### src/rtl/ifeed_ctrl_if.sv
// Bundle of the ifeed_ctrl run-control, SRAM read and IBuffer row ports.
// Pass-through only, so it adds no latency.
// No backpressure: the SRAM has a fixed 1-cycle read, and the IBuffers accept every EN pulse.
// IFEED_PAUSE_EN adds the Pause input.
interface ifeed_ctrl_if #(
  parameter int ROWS = 4,
  parameter int AW   = 8
);
  logic                 Start;
  logic [AW-1:0]        BaseAddr;
  logic [7:0]           NumTiles;
  logic                 MemRd;
  logic [AW-1:0]        MemAddr;
  logic [31:0]          MemRData;
  logic [ROWS*32-1:0]   IWord;
  logic [ROWS-1:0]      EN;
  logic                 Busy;
  logic                 Done;
`ifdef IFEED_PAUSE_EN
  logic                 Pause;

  // Controller side
  modport master (input Start, BaseAddr, NumTiles, MemRData, Pause,
                  output MemRd, MemAddr, IWord, EN, Busy, Done);
  // Host / SRAM / IBuffer side
  modport slave  (output Start, BaseAddr, NumTiles, MemRData, Pause,
                  input MemRd, MemAddr, IWord, EN, Busy, Done);
`else
  // Controller side
  modport master (input Start, BaseAddr, NumTiles, MemRData,
                  output MemRd, MemAddr, IWord, EN, Busy, Done);
  // Host / SRAM / IBuffer side
  modport slave  (output Start, BaseAddr, NumTiles, MemRData,
                  input MemRd, MemAddr, IWord, EN, Busy, Done);
`endif
endinterface

### src/rtl/ifeed_ctrl.sv
// Feeds NumTiles x ROWS SRAM words to the row IBuffers, with the rows skewed one cycle apart.
// Latency: Start to EN[0] is 3 cycles, and Start to Done is 4*NumTiles+3 cycles.
// Backpressure: none by default. IFEED_PAUSE_EN adds Pause, which holds a tile at phase 0.
module ifeed_ctrl #(
  parameter int ROWS = 4,
  parameter int AW   = 8
) (
  input  logic          CLK,
  input  logic          RSTN,
  ifeed_ctrl_if.master  bus
);

  typedef enum logic [1:0] {IDLE, RUN, DRAIN, DONE} state_t;

  localparam logic [2:0]    ROWS_W = 3'(ROWS);
  localparam logic [AW-1:0] ROWS_A = AW'(ROWS);

  state_t               state_q, state_d;
  logic [1:0]           phase_q, phase_d;
  logic [7:0]           tile_q, tile_d;
  logic [7:0]           num_q, num_d;
  logic [AW-1:0]        base_q, base_d;
  logic                 drain_q, drain_d;
  logic                 rd_vld_q, rd_vld_d;   // read issued last cycle, data on MemRData now
  logic [1:0]           rd_row_q, rd_row_d;
  logic [ROWS-1:0]      en_q, en_d;
  logic [ROWS*32-1:0]   iword_q, iword_d;

  logic                 pause;
  logic                 hold;
  logic                 rd_en;
  logic [AW-1:0]        rd_addr;

`ifdef IFEED_PAUSE_EN
  assign pause = bus.Pause;
`else
  assign pause = 1'b0;
`endif

  // Read decode: phase p of a tile reads row p of that tile, and phases at or above ROWS are idle
  always_comb begin
    hold    = (state_q == RUN) && (phase_q == 2'd0) && pause;
    rd_en   = (state_q == RUN) && ({1'b0, phase_q} < ROWS_W) && !hold;
    rd_addr = base_q + AW'(tile_q) * ROWS_A + AW'(phase_q);
  end

  // Next state for the sequencing FSM, the read pipeline and the row registers
  always_comb begin
    state_d  = state_q;
    phase_d  = phase_q;
    tile_d   = tile_q;
    num_d    = num_q;
    base_d   = base_q;
    drain_d  = drain_q;
    rd_vld_d = rd_en;
    rd_row_d = phase_q;
    en_d     = '0;
    iword_d  = iword_q;

    // The data returns one cycle after the read and lands in the row selected at issue time
    for (int r = 0; r < ROWS; r++) begin
      if (rd_vld_q && (rd_row_q == 2'(r))) begin
        en_d[r]            = 1'b1;
        iword_d[r*32 +: 32] = bus.MemRData;
      end
    end

    case (state_q)
      IDLE: begin
        if (bus.Start) begin
          base_d  = bus.BaseAddr;
          num_d   = bus.NumTiles;
          tile_d  = 8'd0;
          phase_d = 2'd0;
          state_d = (bus.NumTiles == 8'd0) ? DONE : RUN;
        end
      end
      RUN: begin
        if (!hold) begin
          phase_d = phase_q + 2'd1;
          if (phase_q == 2'd3) begin
            if (tile_q == num_q - 8'd1) begin
              state_d = DRAIN;
              drain_d = 1'b0;
            end else begin
              tile_d = tile_q + 8'd1;
            end
          end
        end
      end
      // Two cycles, which let the last row's read return and its EN go out
      DRAIN: begin
        drain_d = 1'b1;
        if (drain_q) state_d = DONE;
      end
      DONE:    state_d = IDLE;
      default: state_d = IDLE;
    endcase
  end

  // State registers. The asynchronous reset aborts a run without emitting Done
  always_ff @(posedge CLK or negedge RSTN) begin
    if (!RSTN) begin
      state_q  <= IDLE;
      phase_q  <= '0;
      tile_q   <= '0;
      num_q    <= '0;
      base_q   <= '0;
      drain_q  <= 1'b0;
      rd_vld_q <= 1'b0;
      rd_row_q <= '0;
      en_q     <= '0;
      iword_q  <= '0;
    end else begin
      state_q  <= state_d;
      phase_q  <= phase_d;
      tile_q   <= tile_d;
      num_q    <= num_d;
      base_q   <= base_d;
      drain_q  <= drain_d;
      rd_vld_q <= rd_vld_d;
      rd_row_q <= rd_row_d;
      en_q     <= en_d;
      iword_q  <= iword_d;
    end
  end

  assign bus.MemRd   = rd_en;
  assign bus.MemAddr = rd_en ? rd_addr : '0;
  assign bus.EN      = en_q;
  assign bus.IWord   = iword_q;
  assign bus.Busy    = (state_q == RUN) || (state_q == DRAIN);
  assign bus.Done    = (state_q == DONE);

endmodule

### src/flat_wrapper.sv
// flat-port wrapper written by rule: the top's interface ports become plain ports
module ifeed_ctrl_flat 
#(
  parameter int ROWS = 4,
  parameter int AW   = 8
)
  (CLK, RSTN, bus_Start, bus_BaseAddr, bus_NumTiles, bus_MemRData, bus_MemRd, bus_MemAddr, bus_IWord, bus_EN, bus_Busy, bus_Done);
  ifeed_ctrl_if #(.ROWS(ROWS), .AW(AW)) bus_i ();
  input  logic CLK;
  input  logic RSTN;
  input wire logic [$bits(bus_i.Start)-1:0] bus_Start;
  input wire logic [$bits(bus_i.BaseAddr)-1:0] bus_BaseAddr;
  input wire logic [$bits(bus_i.NumTiles)-1:0] bus_NumTiles;
  input wire logic [$bits(bus_i.MemRData)-1:0] bus_MemRData;
  output wire logic [$bits(bus_i.MemRd)-1:0] bus_MemRd;
  output wire logic [$bits(bus_i.MemAddr)-1:0] bus_MemAddr;
  output wire logic [$bits(bus_i.IWord)-1:0] bus_IWord;
  output wire logic [$bits(bus_i.EN)-1:0] bus_EN;
  output wire logic [$bits(bus_i.Busy)-1:0] bus_Busy;
  output wire logic [$bits(bus_i.Done)-1:0] bus_Done;
  assign bus_i.Start = bus_Start;
  assign bus_i.BaseAddr = bus_BaseAddr;
  assign bus_i.NumTiles = bus_NumTiles;
  assign bus_i.MemRData = bus_MemRData;
  assign bus_MemRd = bus_i.MemRd;
  assign bus_MemAddr = bus_i.MemAddr;
  assign bus_IWord = bus_i.IWord;
  assign bus_EN = bus_i.EN;
  assign bus_Busy = bus_i.Busy;
  assign bus_Done = bus_i.Done;
  ifeed_ctrl #(.ROWS(ROWS), .AW(AW)) u_core (.CLK(CLK), .RSTN(RSTN), .bus(bus_i));
endmodule
### config.mk
export PLATFORM = sky130hd
export DESIGN_NAME = ifeed_ctrl_flat
export DESIGN_NICKNAME = d
export VERILOG_FILES = /design/src/rtl/ifeed_ctrl_if.sv /design/src/rtl/ifeed_ctrl.sv /design/src/flat_wrapper.sv
export SDC_FILE = /design/constraint.sdc
export NUM_CORES = 1
export LEC_CHECK = 0
export CORE_MARGIN = 2
export CORE_UTILIZATION = 48
export CTS_CLUSTER_DIAMETER = 60
export DETAILED_ROUTE_END_ITERATION = 8
export HOLD_SLACK_MARGIN = 0.08
export PLACE_DENSITY = 0.87
export SLEW_MARGIN = 20
export SYNTH_ARGS = -nofsm -noshare
export SYNTH_HDL_FRONTEND = slang
export SYNTH_SLANG_ARGS = --single-unit
### constraint.sdc
create_clock -name CLK -period 3.48 [get_ports CLK]
set_input_delay 1.044 -clock CLK [delete_from_list [all_inputs] [get_ports CLK]]
set_output_delay 1.044 -clock CLK [all_outputs]
set_load 0.01 [all_outputs]
==> impl_results.md <==
* Status: complete, no violations
* Longest Clk Path Bufs at 2
* CP Launch Type: flop
* Most frequent cell after synthesis: nand2_1
* Post-route DRC at 0
* Worst-Skew Late Latency at 0.41 ns
* First-pass GRT wire length at 27,600 um
* Sequential-to-total area share from yosys stat at 0.595
* Area share of the largest cell type after synthesis at 0.595
* Avg Cell Area, Syn at 11.4 um2
* Post-synth EDFFs at 0
* CP max FO at 2
* Most Crowded Layer GR: met2
* Post-Place Setup Slack at -0.0894 ns
* Grt met2 use at 0.419
* Final Worst Setup Slack at 0.00948 ns
* Setup crit end kind: output port
* M3 GR Usage at 0.0623
* Final WL at 17,300 um
* Hold worst-path end: u_core.bus.IWord[69]
* Largest net degree at the start of global routing at 75
* Hold Crit Class: flop to flop
* Synth Instances at 604
* Post-Syn Nets at 670
* Largest area contributor in the netlist: dfrtp_1
* GRT Util Overall at 0.237
* Post-synth top flop: dfrtp_1
* Initial antenna violation count at 0
* FFs w/ async S/R, synth at 1.00
* Total CTS buffers at 17
* Leak pwr at 0.00443 uW
* Critical Path RT at 2.44 ns
* Starting density of the core at 0.495
* Crit Reg-Reg Startpoint: u_core.num_q[0]
* Distinct cell type count after synthesis at 45
* Final setup viols at 0
* Number of global-route vias before repair at 5,499
* Post-synth top cells: 200 x nand2_1, 164 x dfrtp_1, 82 x mux2_2
* Fin Hold WS at 0.472 ns
* Hold_buf cts at 0
* Post-route ant nets at 0
* Area Growth Syn to Fin at 40.2%
* R2R Setup Slk at 0.66 ns
* Vias at 5,202
* IO Pins at 194
* Least-Margin Pin Slew at 1.02 ns
* Core Box Area at 0.0139 mm2
* Fraction of layout cells with a size suffix above 1 at 0.181
* Max Cap Viol at 0
* Setup TNS at 0 ns
* Vias per cell at 5.21
* Detailed-router iteration count before antenna repair at 4
* Post-layout min period at 3.47 ns
* Avg WL per Cell at 17.3 um
* Largest cells by area after synthesis: dfrtp_1 60%, mux2_2 13%, nand2_1 11%
* Setup Buffers After CTS at 0
* Crit share post-route at 0.997
* CTS H-tree depth at 4
* WS Path Type: flop to output port
* Hold_sp: u_core.bus.IWord[69]
* Power density cells at 1000 mW/mm2
* Global Route met1 Usage at 0.273
* Die width at 124 um
* Worst vdd ir at 0.539 mV
* R2R Path End: u_core.state_q[1]
* GP Congestion at 0.812
* Clk slew on worst S/H paths at 0.06 ns
* Iteration-0 DRC Markers at 283
* CTS tree: built
* FF-to-FF path depth at 9
* Total grt overflow at 0
* CTS sink count at 164
* HPWL Detailed at 12,200 um
* Final #Nets at 873
* Post-Syn Area at 0.00689 mm2
* Antenna cells at 0
* Die Y-Extent at 124 um
* Unrepaired setup endpoints after global routing: yes
* Max-slew violations at 0
* Clk_skew at 0.00775 ns
* Slew headroom at 0.316
* Number of synthesized register bits at 164
* # rows at 43
* Die Footprint at 0.0153 mm2
* Synth warn at 0
* Clk root buf: clkbuf_16
* Hold path depth at 2
* Fmax at 288 MHz
* Arrival time worst endpoint at 2.43 ns
* Port buffer count at 193
* Final hold viol count at 0
[registers in the layout, indices dropped and copies added (netlist names)]
register and cells:
u_core.num_q 8, u_core.phase_q 2, u_core.state_q 2, u_core.bus.IWord 128
u_core.rd_row_q 2, u_core.base_q 8, u_core.rd_vld_q 1, u_core.bus.EN 4
u_core.drain_q 1, u_core.tile_q 8
[repair_timing]
| action | CTS | global route |
|---|---|---|
| pin swaps | 6 | 0 |
| endpoints found under the setup margin | 6 | 4 |
| gates resized for setup | 16 | 4 |
[through the flow]
stage | cell area, um2 | utilization | instances | power [uW]
final | 9660 | 0.693 | 999 | 9660
after global routing | 9660 | 0.693 | 999 | 10300
after CTS | 9670 | 0.694 | 999 | 9740
after detailed placement | 9100 | 0.653 | 968 | 7950
after global placement | 9100 | 0.653 | 968 | 7710
after floorplan | 6890 | - | 604 | 5480
[worst max-delay path by stage]
| stage | from | to | slack (ns) | cells past startpoint |
|---|---|---|---|---|
| after floorplan | u_core.phase_q[0] | bus_MemAddr[6] | 0.48 | 8 |
| after global placement | u_core.base_q[0] | bus_MemAddr[6] | 0.002 | 9 |
| after detailed placement | u_core.base_q[0] | bus_MemAddr[6] | -0.09 | 9 |
| after CTS | u_core.base_q[0] | bus_MemAddr[6] | -0.002 | 9 |
| after global routing | u_core.phase_q[0] | bus_MemAddr[6] | -0.09 | 9 |
| final | u_core.base_q[0] | bus_MemAddr[6] | 0.009 | 9 |
[layout by cell type, fill, tap and decap left out, drive strengths merged, types with 5 or more instances in the layout]
cell,synthesis,final
a21oi,7,7
and2,7,7
buf,5,19
clkbuf,20,26
clkdlybuf4s50,0,187
dfrtp,164,164
ha,14,14
inv,12,12
mux2,82,82
nand2,200,200
nand3,5,5
nor2,12,12
nor3,5,5
o21ai,9,9
xnor2,11,11
xor2,7,7
[cells by family (layout without fill, tap and decap cells)]
family / Yosys count / in the layout / share of synthesized area
and+or+nand+nor: 250 / 250 / 0.154
DFF: 164 / 164 / 0.595
buffers and inverters: 37 / 252 / 0.0205
adders and majority gates: 15 / 15 / 0.0283
muxes: 82 / 82 / 0.134
AOI/OAI and AO/OA: 38 / 38 / 0.0454
xor gates and xnor gates: 18 / 18 / 0.0229
[cell type report]
cell class | count | area [um2]
inverters | 12 | 45.0
multi-input cells | 403 | 2680
repair buffers | 209 | 2040
well taps | 180 | 225
flip-flops and latches | 164 | 4100
clock buffers | 24 | 492
clock inverters | 7 | 73.8
fillers | 981 | 4270
[power by group]
part	leakage [uW]	switching, uW	internal (uW)	total [uW]
Sequential	0.00198	593	2830	3430
Clock	0.000265	704	1060	1760
Combinational	0.00219	1980	2490	4470
[critical path, cell delays in order (launching register included)]
cell and delay [ns]:
dfrtp_1 0.39, ha_2 0.20, fa_2 0.36, a21o_1 0.17, a21o_1 0.18, a21o_1 0.19, a21oi_2 0.13, xnor2_1 0.13
and2_1 0.15, buf_2 0.12
[per-layer routing]
layer / wire length (um) / share of wire / up-vias
met5: 0 / 0 / -
met4: 368 / 0.021 / 0
met3: 1110 / 0.064 / 27
met2: 8990 / 0.52 / 164
met1: 6830 / 0.39 / 2595
li1: - / - / 2416
Power figures use the tool's default switching activity.
